$ cat config.mk
export PLATFORM = sky130hd
export DESIGN_NAME = kf_flit_ejector
export DESIGN_NICKNAME = d
export VERILOG_FILES = /design/src/rtl/kf_flit_ejector.sv
export SDC_FILE = /design/constraint.sdc
export NUM_CORES = 1
export LEC_CHECK = 0
export BUFFER_PORTS_ARGS = -buffer_cell sky130_fd_sc_hd__buf_2
export CAP_MARGIN = 10
export CORE_MARGIN = 2
export CORE_UTILIZATION = 40
export DETAILED_ROUTE_END_ITERATION = 6
export GPL_ROUTABILITY_DRIVEN = 1
export PLACE_DENSITY_LB_ADDON = 0.25
export SETUP_SLACK_MARGIN = 0.02
export SYNTH_ARGS = -nofsm -noshare
export SYNTH_HDL_FRONTEND = slang
export SYNTH_SLANG_ARGS = --single-unit
export TNS_END_PERCENT = 1
$ cat constraint.sdc
create_clock -name clk -period 4 [get_ports clk]
set_clock_uncertainty 0.2 [all_clocks]
set_input_delay 0.8 -clock clk [delete_from_list [all_inputs] [get_ports clk]]
set_output_delay 0.8 -clock clk [all_outputs]
set_load 0.01 [all_outputs]
$ cat src/rtl/kf_flit_ejector.sv
// kf_flit_ejector: local-port spike flit ejector with destination check, FWFT FIFO
// and accept/misroute counters.
package kf_pkg;
  localparam int KF_NEURON_ID_BITS = 10;
  typedef struct packed {
    logic [7:0]                   dest_x;
    logic [7:0]                   dest_y;
    logic [KF_NEURON_ID_BITS-1:0] neuron_id;
    logic [7:0]                   payload;
  } spike_flit_t;
endpackage

module kf_flit_ejector
  import kf_pkg::*;
#(
  parameter logic [7:0] TILE_X   = 8'd0,
  parameter logic [7:0] TILE_Y   = 8'd0,
  parameter int         DEPTH    = 8,
  parameter bit         BCAST_EN = 1'b1
) (
  input  logic                         clk,
  input  logic                         rst,
  input  logic                         flush,
  input  logic                         flit_in_valid,
  output logic                         flit_in_ready,
  input  spike_flit_t                  flit_in_flit,
  output logic                         spike_valid,
  input  logic                         spike_ready,
  output logic [KF_NEURON_ID_BITS-1:0] spike_pre_id,
  output logic [7:0]                   spike_payload,
  output logic [$clog2(DEPTH):0]       occupancy,
  output logic [15:0]                  accept_cnt,
  output logic [15:0]                  misroute_cnt,
  output logic                         misroute_pulse
);
  localparam int AW = $clog2(DEPTH);
  localparam int EW = KF_NEURON_ID_BITS + 8;
  localparam logic [AW:0] FULL = (AW+1)'(DEPTH);
  logic [EW-1:0] mem_q [DEPTH];
  logic [EW-1:0] mem_d [DEPTH];
  logic [AW-1:0] wr_q, wr_d, rd_q, rd_d;
  logic [AW:0]   occ_q, occ_d;
  logic [15:0]   acc_q, acc_d, mis_q, mis_d;
  logic          pulse_q, pulse_d;
  logic          hit, push, miss, pop;
  always_comb begin
    hit = (flit_in_flit.dest_x == TILE_X && flit_in_flit.dest_y == TILE_Y) ||
          (BCAST_EN && flit_in_flit.dest_x == 8'hFF && flit_in_flit.dest_y == 8'hFF);
    flit_in_ready = (occ_q != FULL) && !flush && !rst;
    push = flit_in_valid && flit_in_ready && hit;
    miss = flit_in_valid && flit_in_ready && !hit;
    pop = spike_valid && spike_ready && !flush;
    mem_d = mem_q;
    if (push) mem_d[wr_q] = {flit_in_flit.neuron_id, flit_in_flit.payload};
    wr_d = flush ? '0 : wr_q + AW'(push);
    rd_d = flush ? '0 : rd_q + AW'(pop);
    occ_d = flush ? '0 : occ_q + (AW+1)'(push) - (AW+1)'(pop);
    acc_d = acc_q + 16'(push);
    mis_d = mis_q + 16'(miss && mis_q != 16'hFFFF);
    pulse_d = miss;
  end
  // Storage needs no reset: occupancy alone decides what is visible.
  always_ff @(posedge clk)
    mem_q <= mem_d;
  always_ff @(posedge clk or posedge rst)
    if (rst) begin
      wr_q <= '0;
      rd_q <= '0;
      occ_q <= '0;
      acc_q <= '0;
      mis_q <= '0;
      pulse_q <= 1'b0;
    end else begin
      wr_q <= wr_d;
      rd_q <= rd_d;
      occ_q <= occ_d;
      acc_q <= acc_d;
      mis_q <= mis_d;
      pulse_q <= pulse_d;
    end
  assign spike_valid = occ_q != '0;
  assign {spike_pre_id, spike_payload} = mem_q[rd_q];
  assign occupancy = occ_q;
  assign accept_cnt = acc_q;
  assign misroute_cnt = mis_q;
  assign misroute_pulse = pulse_q;
  always @(posedge clk)
    if (!rst) begin
      assert (occ_q <= FULL);
      assert (!(pop && occ_q == '0));
    end
endmodule

==> results.ini <==
[floorplanning]
die_h_um=142
num_rows=50
core_area_um2=18800
initial_utilization_pct=40.8
die-area_um2=20300
io_pins=96
dieWidth_um=142

[layout]
final_nets=567
multi_input_area_um2=2190
design_area_um2=9050
final_layout_size_suffix_gt1_share_pct=32.2
nFillCells=1582
final_util_pct=48.2
area_growth_pct=18.2
num_antenna_cells=0
regArea_um2=5400

[timing]
rsz0062_at_grt=no
setup_violations=0
fin_crit_ns=3.38
finalHoldViolations=0
fmax_ghz=0.296
period_share_pct=84.6
worst_pin_slew_ns=1.03
max-slew-margin-rel_pct=31.1
drv_slew=0

[clocking]
cts.sinks=187
clk_path_buf_depth=2
post_cts_buffers=0
clk-insertion-delay-late_ns=0.42
htreeDepth=4
path_clk_slew_ns=0.07
cts_buffers=17
cts_tree=built
cts_hold_buf=0
cts_resized=0
cts-root-buf=clkbuf_16

[yosys]
ys_seq_area_share_pct=70.5
synth_top_family_by_area=multiplexers
yosys.area.top_type=edfxtp_1
yosys_warnings=0
yosysTopAreaCellShare_pct=56.4
syn_avg_cell_area_um2=19.2
synthArstFlopShare_pct=23.0
synth_ff_type=edfxtp_1
ys_ff_latch=187
syn-num-nets=454
synth_area_leaders=edfxtp_1 (56%), dfrtp_1 (14%), mux4_1 (12%)
synth_xor_area_share_pct=3.66
synth_cells=400
synth_cell_types=33
synth_most_common_cell=edfxtp_1
synthAdderAreaFrac_pct=2.55
synth_common_cells=edfxtp_1 (144), dfrtp_1 (43), mux4_1 (36), xnor2_1 (22), mux2_2 (18)
synth_compound_gate_area_share_pct=0.261
synthSimpleGateAreaFrac_pct=6.42
muxShareOfSynthArea_pct=15.0
synth_area_um2=7660
synth_edf_count=144

[setup_path]
cpMaxStageDelayCell=dfrtp_1
crit_chain=buf_12 -> mux4_1 -> mux2_2 -> buf_2
crit_fanout=30
worstSetupPathType=flop to primary output
worstPathArrival_ns=2.38
crit_buf_inv=2
worstReg2RegStart=occupancy[2]
critPathRequiredTime_ns=3.00
worstSetupStartpointType=flop
critical_path.top_delay_family=multiplexers
r2r_cells=11
cp.depth=4
startpoint=rd_q[0]
end_kind=primary output
cp_slowest_stage_delay_ns=0.63

[place]
port-buffer-count=95
hpwl_um=8580
place_area_um2=8510
place_congestion=0.778

[hold_path]
min-delay-path-class=input pin to asynchronous set/reset pin

[power]
irDropWorstVdd_mv=0.295
power.leakage_nw=3.47
powerDensity_nw_per_um2=466

[route]
dr.first_iter.drc_count=160
vias=3977
routed_via_density=5.24
wl_um=14400
antenna_left=0
firstDrtPassIters=4
wire_per_inst_um=19.0
route.detailed.drc=0

[global_route]
grt_pass1_wl_um=22700
grt-ovfl-total=0
grt_pass1_vias=4175
grt_start_max_net_pins=31
grt_usage_pct=15.1
grt_antenna_before_repair=1

[job]
maxCapViolCount=0

[outcome]
status=finished, final reports clean

==> final timing paths <==
kind,to,slack [ns]
min reg2reg,accept_cnt[15],0.28
max in group asynchronous,rd_q[2],2.71
min,misroute_cnt[6],0.17
min in group clk,accept_cnt[15],0.28
max,spike_payload[6],0.62
max reg2reg,accept_cnt[10],1.11
==> per-stage QoR <==
stage	total power [mW]	instances	setup slack, ns	setup TNS, ns	hold slack (ns)
final	4.22	759	0.617	0	0.172
after CTS	4.26	759	0.579	0	0.171
after floorplan	2.53	400	-0.00807	-0.859	0.304
after global routing	4.39	759	0.520	0	0.195
after detailed placement	2.69	728	0.448	0	0.272
after global placement	2.68	728	0.538	0	0.258
==> registers in the layout, summed over array words and instances, names as in the netlist <==
register / count
rd_q: 3
accept_cnt: 16
misroute_pulse: 1
wr_q: 3
occupancy: 4
misroute_cnt: 16
mem_q: 144
==> layer usage <==
metal	track usage [%]	vias to the layer above	share of wire (%)
li1	-	1835	-
met1	19.2	2013	45
met2	25.3	111	49
met3	4.51	16	4.9
met4	4.38	2	1.0
met5	0	-	0.076
==> kinds of logic (layout without fill, tap and decap cells) <==
logic type | Yosys count | after routing
muxes | 54 | 54
xor gates and xnor gates | 32 | 32
and+or+nand+nor | 86 | 86
adders and majority gates | 15 | 15
buffers and inverters | 23 | 148
AOI/OAI and AO/OA | 3 | 3
DFF | 187 | 187
==> power by group <==
part,internal (mW),switching (mW),leakage (nW)
logic,0.241,0.223,1.32
registers,2.13,0.0508,1.88
clock network,0.860,0.711,0.271
==> area by class of cell <==
class                           count  area share (%)
Sequential cell                   187            59.6
Multi-Input combinational cell    190            24.2
Timing Repair Buffer              108            6.47
Clock buffer                       18            4.74
Tap cell                          234            3.23
Clock inverter                     13            1.31
Inverter                            9           0.373
==> worst reg2reg max path, cell delays in order (launching register included) <==
cell      delay (ns)
dfrtp_1         0.36
inv_1           0.08
ha_1            0.21
a211oi_1        0.28
nand2_1         0.17
buf_4           0.22
nor2_1          0.17
ha_1            0.30
ha_1            0.26
and3_2          0.25
nand4_1         0.12
xnor2_1         0.14
==> cells in the final DEF (no fill, tap or decap), drive strengths merged <==
cell type and instances:
a21o 1, bufinv 1, clkinvlp 1, buf 108, xor2 10, mux4 36, nand2b 2, clkbuf 18
nand3 14, mux2 18, and4 5, a211oi 1, fa 1, nand4 10, nor2b 6, nor4b 1
dfrtp 43, clkinv 8, nor2 14, nor4 12, and3b 2, nand2 11, nor3 5, edfxtp 144
or2 1, ha 14, inv 12, xnor2 22, and3 3, a21oi 1
(Power assumes the default switching activity.)
